`config.mk`:
```
export PLATFORM = sky130hd
export DESIGN_NAME = wave_y_mapper
export DESIGN_NICKNAME = d
export VERILOG_FILES = /design/src/rtl/wave_pkg.sv /design/src/rtl/wave_y_fifo.sv /design/src/rtl/wave_y_mapper.sv
export SDC_FILE = /design/constraint.sdc
export NUM_CORES = 1
export LEC_CHECK = 0
export BUFFER_PORTS_ARGS = -buffer_cell sky130_fd_sc_hd__buf_4
export CORE_MARGIN = 10
export CORE_UTILIZATION = 35
export DETAILED_ROUTE_END_ITERATION = 8
export SLEW_MARGIN = 15
export SYNTH_ARGS = -nofsm -noshare
export SYNTH_HDL_FRONTEND = slang
export SYNTH_SLANG_ARGS = --single-unit
```
`constraint.sdc`:
```
create_clock -name clk -period 2.93 [get_ports clk]
set_input_delay 0.586 -clock clk [delete_from_list [all_inputs] [get_ports clk]]
set_output_delay 0.586 -clock clk [all_outputs]
set_load 0.01 [all_outputs]
```
`src/rtl/wave_pkg.sv`:
```
`default_nettype none
// ============================================================================
// Module      : wave_pkg
// Description : Shared widths, point record and small helpers for the
//               waveform Y-mapper and its output buffer.
// Revision    : 1.0 - initial release
// ============================================================================
package wave_pkg;

    localparam int Y_WIDTH      = 11;
    localparam int X_WIDTH      = 11;
    localparam int OFFSET_WIDTH = 12;
    localparam int SUM_WIDTH    = 14;
    localparam int YRAW_WIDTH   = 12;

    // One plotted point as it travels through the output buffer
    typedef struct packed {
        logic [X_WIDTH-1:0] x;
        logic [Y_WIDTH-1:0] y;
        logic               last;
    } point_t;

    // Advance a pointer of a 3-entry ring, wrapping after index 2
    function automatic logic [1:0] ptr_inc(input logic [1:0] p);
        return (p == 2'd2) ? 2'd0 : p + 2'd1;
    endfunction

    // Saturate a signed sum into the inclusive [top, bottom] row window
    function automatic logic [Y_WIDTH-1:0] clamp_y(input logic signed [SUM_WIDTH-1:0] v,
                                                   input int top, input int bottom);
        int vi;
        vi = int'(v);
        if (vi < top)
            return Y_WIDTH'(top);
        else if (vi > bottom)
            return Y_WIDTH'(bottom);
        else
            return Y_WIDTH'(vi);
    endfunction

endpackage
`default_nettype wire

```
`src/rtl/wave_y_fifo.sv`:
```
`default_nettype none
// ============================================================================
// Module      : wave_y_fifo
// Description : 3-entry synchronous first-word-fall-through point buffer.
//               The head entry is visible on head_o whenever count_o != 0.
// Revision    : 1.0 - initial release
// ============================================================================
module wave_y_fifo
    import wave_pkg::*;
(
    input  logic       clk,
    input  logic       rst,
    input  logic       push_i,
    input  point_t     push_data_i,
    input  logic       pop_i,
    output point_t     head_o,
    output logic [1:0] count_o
);

    localparam logic [1:0] DEPTH = 2'd3;

    point_t     mem_q [0:2];
    logic [1:0] wr_q;
    logic [1:0] rd_q;
    logic [1:0] cnt_q;
    logic [1:0] cnt_d;
    logic       pop_ok;
    logic       push_ok;

    // A pop frees a slot in the same cycle, so a push into a full buffer is
    // still allowed when it coincides with a pop
    assign pop_ok  = pop_i && (cnt_q != 2'd0);
    assign push_ok = push_i && ((cnt_q != DEPTH) || pop_ok);

    // Occupancy next-state: simultaneous push and pop leave it unchanged
    always_comb begin
        cnt_d = cnt_q;
        case ({push_ok, pop_ok})
            2'b10:   cnt_d = cnt_q + 2'd1;
            2'b01:   cnt_d = cnt_q - 2'd1;
            default: cnt_d = cnt_q;
        endcase
    end

    // Pointer and occupancy registers
    always_ff @(posedge clk) begin
        if (rst) begin
            wr_q  <= 2'd0;
            rd_q  <= 2'd0;
            cnt_q <= 2'd0;
        end else begin
            if (push_ok) wr_q <= ptr_inc(wr_q);
            if (pop_ok)  rd_q <= ptr_inc(rd_q);
            cnt_q <= cnt_d;
        end
    end

    // Storage; contents are don't-care while empty, so it carries no reset
    always_ff @(posedge clk) begin
        if (push_ok) mem_q[wr_q] <= push_data_i;
    end

    assign head_o  = mem_q[rd_q];
    assign count_o = cnt_q;

endmodule
`default_nettype wire

```
`src/rtl/wave_y_mapper.sv`:
```
`default_nettype none
// ============================================================================
// Module      : wave_y_mapper
// Description : Maps ADC sample codes to screen rows through an external
//               1-clock scale ROM, adds a vertical offset, clamps to the
//               visible window and tags each point with its column.
// Revision    : 1.0 - initial release
// ============================================================================
module wave_y_mapper
    import wave_pkg::*;
#(
    parameter int ADDR_WIDTH = 11,
    parameter int DATA_WIDTH = 15,
    parameter int FRAC_BITS  = 4,
    parameter int H_ACTIVE   = 1024,
    parameter int Y_TOP      = 0,
    parameter int Y_BOTTOM   = 599
) (
    input  logic                           clk,
    input  logic                           rst,
    input  logic                           s_valid,
    output logic                           s_ready,
    input  logic [ADDR_WIDTH-1:0]          s_sample,
    input  logic                           s_last,
    output logic [ADDR_WIDTH-1:0]          rom_addr,
    input  logic [DATA_WIDTH-1:0]          rom_data,
    input  logic signed [OFFSET_WIDTH-1:0] y_offset,
    output logic                           m_valid,
    input  logic                           m_ready,
    output logic [X_WIDTH-1:0]             m_x,
    output logic [Y_WIDTH-1:0]             m_y,
    output logic                           m_last
);

    localparam logic [31:0]        RND_HALF = 32'd1 << (FRAC_BITS - 1);
    localparam logic [X_WIDTH-1:0] X_MAX    = X_WIDTH'(H_ACTIVE - 1);

    logic               accept;
    logic               wrap;
    logic [X_WIDTH-1:0] x_q;
    logic [X_WIDTH-1:0] x_d;
    logic               p1_valid_q;
    logic [X_WIDTH-1:0] p1_x_q;
    logic               p1_last_q;

    logic [31:0]                  rnd_sum;
    logic [YRAW_WIDTH-1:0]        y_raw;
    logic signed [SUM_WIDTH-1:0]  y_sum;
    point_t                       p1_point;

    point_t     head;
    logic [1:0] fifo_count;
    logic       pop;

    // The ROM is addressed straight from the incoming sample; its data
    // arrives in stage 1 together with the registered column tag
    assign rom_addr = s_sample;

    // Reserve a slot for the point already in stage 1 so the buffer can
    // never overflow even with downstream stalled
    assign s_ready = !rst && (({1'b0, fifo_count} + {2'b00, p1_valid_q}) < 3'd3);
    assign accept  = s_valid && s_ready;

    // Column wraps once whether the sweep ends by width, by s_last, or both
    assign wrap = (x_q == X_MAX) || s_last;

    // Column counter next-state
    always_comb begin
        x_d = x_q;
        if (accept) x_d = wrap ? '0 : x_q + 1'b1;
    end

    // Stage-1 pipeline registers and column counter
    always_ff @(posedge clk) begin
        if (rst) begin
            x_q        <= '0;
            p1_valid_q <= 1'b0;
            p1_x_q     <= '0;
            p1_last_q  <= 1'b0;
        end else begin
            x_q        <= x_d;
            p1_valid_q <= accept;
            if (accept) begin
                p1_x_q    <= x_q;
                p1_last_q <= wrap;
            end
        end
    end

    // Stage 1: round-half-up scaling, signed offset, clamp to the window
    always_comb begin
        rnd_sum        = 32'(rom_data) + RND_HALF;
        y_raw          = rnd_sum[FRAC_BITS +: YRAW_WIDTH];
        y_sum          = $signed({2'b00, y_raw})
                       + $signed({{(SUM_WIDTH-OFFSET_WIDTH){y_offset[OFFSET_WIDTH-1]}}, y_offset});
        p1_point.x     = p1_x_q;
        p1_point.y     = clamp_y(y_sum, Y_TOP, Y_BOTTOM);
        p1_point.last  = p1_last_q;
    end

    wave_y_fifo u_fifo (
        .clk         (clk),
        .rst         (rst),
        .push_i      (p1_valid_q),
        .push_data_i (p1_point),
        .pop_i       (pop),
        .head_o      (head),
        .count_o     (fifo_count)
    );

    // Outputs read as zero whenever no point is presented (including reset)
    assign m_valid = !rst && (fifo_count != 2'd0);
    assign pop     = m_valid && m_ready;
    assign m_x     = m_valid ? head.x    : '0;
    assign m_y     = m_valid ? head.y    : '0;
    assign m_last  = m_valid ? head.last : 1'b0;

endmodule
`default_nettype wire

```
; Yosys cells after proc, flatten, opt, wreduce, memory -nomap -nowiden
; Memory sizes are Yosys's and may differ from the RTL's. A register that Yosys moved wholly into a read port is not among the register bits.
; Index checks and enable logic that the tools add are counted.
[op_classes]
add_sub_neg = 8
mux = 13
n_eq_ne = 6
magnitude_cmp = 3
reduce_logical = 11
[ops]
columns = op, n
row1 = two-way mux 11 bit, 5
row2 = adder 15 x 4 -> 16 bit (second input constant), 1
row3 = adder 13 x 12 -> 14 bit, 1
row4 = greater-than comparator 14 x 11 -> 1 bit (second input constant), 1
row5 = < comparator 14 x 1 -> 1 bit (second input constant), 1
row6 = adder 11 x 1 -> 11 bit (second input constant), 1
row7 = equality test 11 x 10 -> 1 bit (second input constant), 1
row8 = two-way mux 2 bit, 4
row9 = adder 2 x 1 -> 2 bit (second input constant), 3
row10 = equality test 2 bit (second input constant), 3
row11 = logical AND 1 bit, 6
row12 = case mux 2 bit (2 select lines), 1
row13 = nonzero test 2 bit, 2
row14 = adder 2 x 1 -> 3 bit, 1
row15 = < comparator 3 x 2 -> 1 bit (second input constant), 1
row16 = two-way mux 1 bit, 3
row17 = equality test 2 x 1 -> 1 bit (second input constant), 1
row18 = logical OR 1 bit, 2
row19 = != test 2 bit (second input constant), 1
row20 = subtractor 2 x 1 -> 2 bit (second input constant), 1
row21 = zero test 1 bit, 1
[word_totals]
word_cells = 49
out_inout_bits = 36
mem_bits_rw = 69
reg_bits = 30
memories = 1
[mem_list]
columns = memory, depth, width, rd, rd_ports_with_merged_regs, write_ports, line
row1 = u_fifo.mem_q, 3, 23, 1, 1, 1, wave_y_fifo.sv:22  ; point_t mem_q [0:2];

; Longest topological paths before layout
; Gate-level depths: netlist of run 1.
[depth]
ltp_word = 8
mapped_depth = 13

; Hierarchy
; A second synthesis of run 1 with hierarchy kept.
[unflattened]
cells_unflattened = 464
area_unflattened_um2 = 5074.9
[by_module_without_submodules]
columns = module, seq_area_each_um2, cells_per_inst, instances, area_each_um2
row1 = wave_y_fifo, 2232.1, 180, 1, 2877.8
row2 = wave_y_mapper, 480.5, 284, 1, 2197.1

; Worst setup path before layout of run 1
; OpenSTA, ideal clock, no wires.
[synth_path]
path_kind = input-to-reg
start = input port m_ready
end = memory u_fifo.mem_q[1][0] (netlist bit) (enable)
t_arrival_ns = 2.739
stages = 4
path_slack_ns = -0.248
cell_sequence = inv_1 > o211ai_1 > nand2_1 > nor3b_1
[synth_via]
elab_chain_len = 6
[synth_rtl]
columns = element, line
row1 = "start, declared", wave_y_mapper.sv:29  ; input logic m_ready,
row2 = logical AND 1 bit, wave_y_mapper.sv:113  ; assign pop = m_valid && m_ready;
row3 = logical AND 1 bit, wave_y_fifo.sv:32  ; assign pop_ok = pop_i && (cnt_q != 2'd0);
row4 = logical OR 1 bit, wave_y_fifo.sv:33  ; assign push_ok = push_i && ((cnt_q != DEPTH) || pop_ok);
row5 = logical AND 1 bit, wave_y_fifo.sv:33
row6 = two-way mux 1 bit, wave_y_fifo.sv:60  ; if (push_ok) mem_q[wr_q] <= push_data_i;
row7 = two-way mux 1 bit (not written as such), wave_y_fifo.sv:60
row8 = "end, declared", wave_y_fifo.sv:22
; No other way between the ends.

==> results by group, run 1 <==
Die
  – Die X: 138 µm
  – FP Rows: 43
  – Initial core utilization: between 30 and 40%
  – Die height: 138 µm
  – Die area: 19,100 µm²
  – Core area: 13,800 µm²
  – Io pins: 79

Logic synthesis
  – Syn_area_per_cell: 10.8 µm²
  – Most used standard cell by instance count after synthesis: nor2_1
  – Seq cells post-synth: 101
  – Share of the synthesized area in the top cell type: 42.4%
  – Unique masters post-synth: 49
  – Synthesized cell area: 4890 µm²
  – Synth Flop Type: edfxtp_1
  – Synth Instances: ~450
  – Synth async-reset ratio: 0%
  – Cell taking the most area after synthesis: edfxtp_1
  – Yosys warnings: 0
  – Dominant cells by area after synthesis: edfxtp_1, dfxtp_1, nor2_1
  – Synth top cells by count: nor2_1, edfxtp_1, a21oi_1
  – Register area share after synthesis: ~55%
  – Post-synth EDFFs: between 60 and 70

Clocking
  – H-tree lvl count: 3
  – # clock sinks: 101
  – CTS root buf: clkbuf_16
  – CTS tree: yes
  – CTS Buf Count: 9
  – Clk slew on worst S/H paths: 0.07 ns
  – Max Buffers Root-to-Sink: 2
  – Worst-Skew Late Latency: 0.34 ns

Layout
  – Fin nets: between 600 and 700
  – ANT cells: 0
  – Final core occ: 45.1%
  – Fin area: 6220 µm²
  – Share of layout cells above drive strength 1: 28.3%
  – Area growth syn-to-layout: 27.1%

STA
  – Worst Skew: approximately 0.0086 ns
  – Fmax: 340 MHz
  – Final WS setup: -0.00998 ns
  – Hold Vio Cnt, Final: 0
  – Period minus WS final: 2.94 ns
  – Max Slew Vio Count: 0
  – Setup TNS: -0.0284 ns
  – Final hold slack: 0.487 ns
  – Final setup vio count: 3
  – RSZ-0062 raised after global routing: true
  – Final critical-path share of the clock period: 100%

Outcome
  – Failing checks: setup timing
  – Outcome: finished with violations

Pwr
  – PwrDens: 522 nW/µm²
  – VDD IR max: 0.247 mV
  – Lkg Pwr: 2.46 nW
  – PnR Total Power: 3.25 mW

Detailed routing
  – Vias per cell: 4.76
  – WL/cell: 13.4 µm
  – WL final: 9.78 mm
  – # DRC: 0
  – Router iterations before antenna repair: 4
  – DRT iter0 DRCs: 224
  – Routed Antenna Nets: 0
  – Vias: ~3.5k

Placed design
  – IO Port Bufs: 53
  – Hpwl dp: 7.12 mm
  – GPL Wtd Cong: 0.822
  – Placed Area: ~5800 µm²

Worst setup path
  – Critical Path Fanout Max: 10
  – Critical Path End Type: register
  – Crit path kind: input pin to register
  – CP Cell Sequence: buf_4 -> and3_4 -> nand3_4 -> nor2_4 -> nand2_2 -> xnor2_1 -> ha_1 -> a21oi_2 -> nand2_1 -> a21o_1 -> or3_1 -> mux2i_2 -> nor3_4 -> buf_12 -> and4b_1
  – Startpoint types: input pin
  – Critical Path Slowest Stage Cell: or3_1
  – Max incr delay on CP: 0.35 ns
  – Data required, critical path: 3.01 ns
  – Crit path DAT: 3.02 ns

Global route
  – Initial antenna violation count: 0
  – Wire length of the first global-routing pass: 16.6 mm
  – Tot GR Track Use: 10.2%
  – Pin count of the biggest net entering global routing: 47
  – Grt total ovfl: 0
  – Number of global-route vias before repair: about 3.4k

Run
  – Max-cap violations: 0

Min path
  – Worst min path class: register to register
cell families after synthesis:
logic type	Yosys count	share of synthesized area [%]
simple gates	161	14.9
flops	101	55.5
fa+ha+maj	20	5.27
other cells	1	0.0767
xor+xnor	29	5.35
buf+inv	37	3.68
compound gates	80	10.1
mux	25	5.14
placed cells by master, fill, tap and decap left out, drive strengths merged, types with 3 or more instances in the layout:
master,netlist,routed
a211oi,3,3
a21o,6,6
a21oi,45,45
a31oi,6,6
and3,10,10
buf,15,106
clkbuf,12,9
conb,1,3
dfxtp,32,32
edfxtp,69,69
ha,19,19
inv,10,16
mux2i,24,24
nand2,42,42
nand3,11,11
nand3b,6,6
nand4,3,3
nor2,75,75
nor3,5,5
o211ai,3,3
o21ai,6,6
o31ai,3,3
xnor2,16,16
xor2,13,13
through the flow:
step	setup WS (ns)	cells
after floorplan	-0.0741	456
after global placement	-0.361	711
after detailed placement	-0.424	711
after CTS	0.0115	728
after global routing	-0.181	731
final	-0.00998	731
path summary, 6_finish.rpt:
kind / startpoint / endpoint / slack, ns / depth (start not counted)
max: rom_data[5] / u_fifo.mem_q[1][6] / -0.01 / 15
min: p1_x_q[0] / u_fifo.mem_q[0][12] / 0.49 / 0
max reg2reg: u_fifo.count_o[0] / x_q[5] / 0.51 / 9
min reg2reg: p1_x_q[0] / u_fifo.mem_q[0][12] / 0.49 / 0
layout make-up:
cell class	instances	area (µm²)
multi-input combinational	318	2140
inverter	10	37.5
clock inverter	7	65.1
tap	180	225
sequential	101	2710
timing repair buffer	106	808
clock buffer	9	225
fill	1354	7560
layer usage:
layer | part of all wire [%] | global-route usage (%) | vias to the layer above
li1 | - | - | 1798
met1 | 45 | 12.0 | 1625
met2 | 50 | 17.4 | 48
met3 | 3.4 | 2.50 | 6
met4 | 0.97 | 4.00 | 0
met5 | 0 | 0 | -
report_power, final:
part           internal, mW  switching (mW)  leakage [nW]
registers              1.56          0.0133         0.896
clock network         0.600           0.528         0.141
logic                 0.269           0.272          1.42
total                  2.43           0.814          2.46
sequential cells by signal, summed over array words and instances (netlist names), named ones only:
| register | cells |
|---|---|
| u_fifo.mem_q | 69 |
| p1_x_q | 11 |
| x_q | 11 |
| u_fifo.count_o | 2 |
| u_fifo.rd_q | 2 |
| u_fifo.wr_q | 2 |
| p1_last_q | 1 |
| p1_valid_q | 1 |
worst max-delay path, delay by kind of cell:
family,cells,cell delay [ns]
buffers and inverters,2,0.22
AOI/OAI and AO/OA,2,0.35
and+or+nand+nor,8,1.18
adders and majority gates,1,0.33
muxes,1,0.21
xor gates and xnor gates,1,0.12
what timing repair did:
item / in CTS / in global routing
setup endpoints to repair: 21 / 30
hold buffers: 0 / 0
pin swaps: 5 / 14
gates resized for setup: 5 / 5
setup buffers: 1 / 4
(Power assumes the default switching activity.)
==> inputs of run 2 (changes only) <==
- CORE_UTILIZATION: 35 -> 40
==> results by group, run 2 (synthesis gave the netlist of run 1 again) <==
Clocking
  – Clk slew on worst S/H paths: 0.07 ns
  – Worst-Skew Late Latency: 0.35 ns
  – Max Buffers Root-to-Sink: 2
  – H-tree lvl count: 3
  – # clock sinks: 101
  – CTS tree: yes
  – CTS root buf: clkbuf_16
  – CTS Buf Count: 9
  – CTS Hold Bufs: 0

Pwr
  – P_int: 2.56 mW
  – Clk pwr share: 36.4%
  – Sequential power share: 46.7%
  – NetSw: just over 0.8 mW
  – VDD IR max: 0.273 mV
  – Lkg Pwr: 2.47 nW
  – PwrDens: 540 nW/µm²
  – Logic pwr share: ~17%
  – PnR Total Power: 3.38 mW
  – Net Sw Frac: 24.1%

Layout
  – Register with the most flip-flops: u_fifo.mem_q
  – Filler cells: between 1k and 1.5k
  – Area growth syn-to-layout: 27.8%
  – Number of flip-flops in the largest register: approximately 70
  – Leading registers by flop count: u_fifo.mem_q: 69 flops, p1_x_q: 11 flops, x_q: 11 flops
  – Most common cell after layout, fill and taps aside: buf_4
  – Most frequent cells in the layout: buf_4, nor2_1, edfxtp_1
  – ANT cells: 0
  – Share of layout cells above drive strength 1: 28.8%
  – Fin area: 6250 µm²
  – Fin nets: 607
  – Layout Cells excl Fill: 696

Worst setup path
  – Max incr delay on CP: ~0.38 ns
  – Critical Path Fanout Max: 6
  – Critical Path End Type: register
  – Critical Path Slowest Stage Cell: a221o_2
  – CP Cell Sequence: buf_4 -> ha_4 -> and3_4 -> xor2_1 -> ha_1 -> and3_1 -> a221o_2 -> xor2_1 -> o21ai_0 -> a31o_2 -> and4b_1
  – Startpoint types: input pin
  – Top delay family on crit path: compound AO/OA/AOI/OAI gates
  – R2r endpoint: x_q[7]
  – CP Capture Point: u_fifo.mem_q[1][6]
  – Cells on worst reg2reg path: 9
  – Setup crit start: rom_data[3]
  – Reg2Reg Launch Point: u_fifo.count_o[0]
  – Most frequent cell on the critical path: xor2_1
  – Bufs and invs on worst path: 1
  – Worst reg-to-reg setup slack: 0.64 ns
  – Crit path DAT: 3.01 ns
  – Critical path depth in cells: 11
  – Data required, critical path: roughly 3.0 ns
  – Crit path kind: input pin to register

Detailed routing
  – Vias per cell: just over 5
  – # DRC: 0
  – Routed Antenna Nets: 0
  – Router iterations before antenna repair: 4
  – WL final: between 10 and 15 mm
  – Vias: 3,520
  – WL/cell: 15.0 µm
  – DRT iter0 DRCs: 126

Global route
  – Tot GR Track Use: 12.7%
  – Grt total ovfl: 0
  – Pin count of the biggest net entering global routing: 47
  – Wire length of the first global-routing pass: 17.1 mm
  – Number of global-route vias before repair: 3,618
  – Initial antenna violation count: 0

STA
  – Setup TNS: 0 ns
  – Fmax: 343 MHz
  – Max Slew Vio Count: 0
  – Hold Vio Cnt, Final: 0
  – Final setup vio count: 0
  – Slew headroom: roughly 60%
  – Final WS setup: 0.0108 ns
  – RSZ-0062 raised after global routing: true
  – Period minus WS final: between 2 and 3 ns
  – Final critical-path share of the clock period: 99.6%
  – Worst Skew: 0.0112 ns
  – Worst-Margin Slew: 0.596 ns

Placed design
  – IO Port Bufs: between 50 and 60
  – Worst slack at placement: -0.427 ns
  – Placed Area: 5810 µm²
  – GPL Wtd Cong: 0.800
  – Hpwl dp: 7.50 mm
  – Dpl cells: 679

Min path
  – Worst min path class: register to register
  – Hold Crit Start: x_q[10]

Die
  – FP Rows: 40
  – Core area: between 10,000 and 15,000 µm²
  – Io pins: 79
  – Die height: approximately 130 µm
  – Die X: 131 µm
  – Initial core utilization: 40.7%
  – Die area: 17,000 µm²

Run
  – Max-cap violations: 0

Outcome
  – Outcome: finished clean
-- run 2: changes by cell type in the layout (fill, tap and decap cells not counted), moves of 2 or more --
cell and change:
inv_6 -3, clkinv_1 +2, a31oi_1 -3, buf_4 -6
a31oi_2 +3, buf_6 +3
-- run 2: timing repair --
item / CTS / global route
pin swaps: 6 / 10
setup buffers: 0 / 1
resized for setup: 2 / 18
endpoints found under the setup margin: 24 / 30
-- run 2: worst min path at each step --
stage                        end  depth (start not counted)
4_1_cts               p1_x_q[10]                          2
5_1_grt        u_fifo.count_o[0]                          2
6_report              p1_x_q[10]                          2
2_1_floorplan         p1_x_q[10]                          2
3_3_place_gp          p1_x_q[10]                          2
3_5_place_dp          p1_x_q[10]                          2
-- run 2: cell type report --
class                   count  area [µm²]  share of cell area (%)
inverters                  10        37.5                   0.601
well taps                 147         184                    2.94
multi-input cells         318        2180                    34.9
repair buffers            104         817                    13.1
flip-flops and latches    101        2710                    43.4
clock buffers              10         250                    4.00
clock inverters             6        66.3                    1.06
-- run 2: power by group through the flow --
stage	combinational, mW	sequential (mW)	clock [mW]
2_1_floorplan	0.313	1.61	0
3_3_place_gp	0.524	1.61	0
3_5_place_dp	0.537	1.61	0
4_1_cts	0.544	1.58	1.25
5_1_grt	0.634	1.58	1.32
6_report	0.570	1.58	1.23
-- run 2: through the flow --
stage / hold WS (ns) / utilization, %
after floorplan: 0.427 / -
after global placement: 0.448 / 48.4
after detailed placement: 0.446 / 48.4
after CTS: 0.456 / 51.1
after global routing: 0.476 / 52.0
final: 0.452 / 52.0
-- run 2: worst register-to-register path: stages, from the launching register on --
cell and delay (ns):
dfxtp_1 0.47, ha_1 0.20, ha_1 0.22, a211oi_1 0.30, nand2_1 0.13, inv_2 0.24
nand4_1 0.25, nor2_1 0.18, xnor2_1 0.13, nor2_1 0.05
-- run 2: metal layers --
layer | vias up | wire length [µm] | GRT usage [%]
met5 | - | 0 | 0
met4 | 0 | 109 | 3.53
met3 | 9 | 418 | 3.75
met2 | 39 | 5530 | 23.0
met1 | 1684 | 4370 | 14.1
li1 | 1788 | - | -
==> inputs of run 3 (changes only) <==
- PLACE_DENSITY_LB_ADDON: unset -> 0.05
==> results by group, run 3 (synthesis gave the netlist of run 1 again) <==
Clocking
  – CTS tree: yes
  – H-tree lvl count: 3
  – Max Buffers Root-to-Sink: 2
  – Worst-Skew Late Latency: 0.34 ns
  – CTS root buf: clkbuf_16
  – CTS Buf Count: 9
  – # clock sinks: 101
  – Clk slew on worst S/H paths: 0.07 ns
  – CTS Hold Bufs: 0

Detailed routing
  – DRT iter0 DRCs: 241
  – Router iterations before antenna repair: 4
  – Vias per cell: 4.91
  – WL/cell: 14.2 µm
  – Routed Antenna Nets: 0
  – WL final: 9.98 mm
  – Vias: 3,455
  – # DRC: 0

Layout
  – Number of flip-flops in the largest register: 69
  – Register with the most flip-flops: u_fifo.mem_q
  – Final core occ: 52.1%
  – Area growth syn-to-layout: 28.0%
  – Fin area: between 6000 and 7000 µm²
  – Most frequent cells in the layout: buf_4, nor2_1, edfxtp_1
  – Fin nets: between 600 and 700
  – Share of layout cells above drive strength 1: between 20% and 30%
  – Leading registers by flop count: u_fifo.mem_q: 69 flops, p1_x_q: 11 flops, x_q: 11 flops
  – ANT cells: 0
  – Most common cell after layout, fill and taps aside: buf_4
  – Layout Cells excl Fill: ~700

STA
  – Final setup vio count: 0
  – Max Slew Vio Count: 0
  – RSZ-0062 raised after global routing: true
  – Final hold slack: about 0.46 ns
  – Worst Skew: about 0.0084 ns
  – Hold Vio Cnt, Final: 0
  – Fmax: 342 MHz
  – Period minus WS final: 2.93 ns
  – Final critical-path share of the clock period: approximately 100%

Global route
  – Number of global-route vias before repair: 3,289
  – Pin count of the biggest net entering global routing: between 40 and 50
  – Grt total ovfl: 0
  – Tot GR Track Use: 11.8%
  – Wire length of the first global-routing pass: 16.0 mm
  – Initial antenna violation count: 0

Worst setup path
  – Startpoint types: input pin
  – Critical Path Slowest Stage Cell: a221o_2
  – Crit path kind: input pin to register
  – Critical Path End Type: register
  – CP Cell Sequence: buf_4 -> and3_4 -> and3_4 -> xor2_1 -> ha_1 -> and3_1 -> a221o_2 -> nand3_2 -> a311oi_2 -> xor2_1 -> nor3_4 -> buf_12 -> and4b_1
  – Data required, critical path: 3.01 ns
  – Crit path DAT: 3.00 ns
  – Critical Path Fanout Max: 10
  – Max incr delay on CP: 0.37 ns

Min path
  – Worst min path class: register to register

Pwr
  – VDD IR max: roughly 0.25 mV
  – PwrDens: ~530 nW/µm²
  – Lkg Pwr: 2.49 nW

Placed design
  – Placed Area: approximately 5800 µm²
  – Dpl cells: 684
  – IO Port Bufs: 53
  – Hpwl dp: between 7 and 8 mm
  – GPL Wtd Cong: around 0.76

Die
  – Die height: 131 µm
  – Initial core utilization: 40.7%
  – Core area: 12,000 µm²
  – Io pins: 79
  – Die area: between 15,000 and 20,000 µm²
  – Die X: approximately 130 µm
  – FP Rows: 40

Outcome
  – Outcome: finished clean

Run
  – Max-cap violations: 0
run 3: cell types whose count changed in the layout (fill, tap and decap cells not counted), sizes merged:
cell	before	now
buf	104	111
clkbuf	10	9
clkinv	3	4
run 3: worst paths after layout:
check / slack [ns] / to / cells past startpoint / startpoint
max: 0.004 / u_fifo.mem_q[1][6] / 13 / rom_data[7]
min: 0.46 / p1_x_q[10] / 2 / x_q[10]
max reg2reg: 0.61 / x_q[7] / 9 / u_fifo.count_o[0]
min reg2reg: 0.46 / p1_x_q[10] / 2 / x_q[10]
run 3: critical path: cells and delay by family:
family	cells	cell delay, ns
adders and majority gates	1	0.33
AOI/OAI and AO/OA	2	0.47
xor gates and xnor gates	2	0.42
buffers and inverters	2	0.26
and+or+nand+nor	6	0.94
run 3: area by class of cell:
| type | instances | area (µm²) |
|---|---|---|
| multi-input cells | 318 | 2170 |
| inverters | 10 | 37.5 |
| clock inverters | 7 | 85.1 |
| repair buffers | 111 | 846 |
| clock buffers | 9 | 225 |
| fillers | 1106 | 5750 |
| flip-flops and latches | 101 | 2710 |
| well taps | 147 | 184 |
run 3: metal layers:
layer	GRT usage (%)	up-vias	routed length, µm
met2	17.6	49	4400
met1	16.1	1586	5030
li1	-	1801	-
met3	2.78	19	407
met5	0	-	0
met4	5.23	0	148
run 3: per-stage QoR:
stage,total power [mW],worst slack [ns],TNS (ns)
2_1_floorplan,1.92,-0.0741,-1.43
3_3_place_gp,2.13,-0.402,-9.81
3_5_place_dp,2.14,-0.452,-11.19
4_1_cts,3.34,0.00951,0
5_1_grt,3.50,-0.160,-3.42
6_report,3.34,0.00362,0
run 3: where the power goes:
group | switching, mW | internal [mW] | total, mW | leakage, nW
logic | 0.287 | 0.280 | 0.567 | 1.45
registers | 0.0136 | 1.56 | 1.58 | 0.896
clock network | 0.520 | 0.675 | 1.19 | 0.151
total | 0.821 | 2.52 | 3.34 | 2.49
run 3: timing repair:
action / CTS / global route
gates resized for setup: 4 / 11
endpoints found under the setup margin: 21 / 30
buffers inserted: 0 / 3
pin swaps: 7 / 7
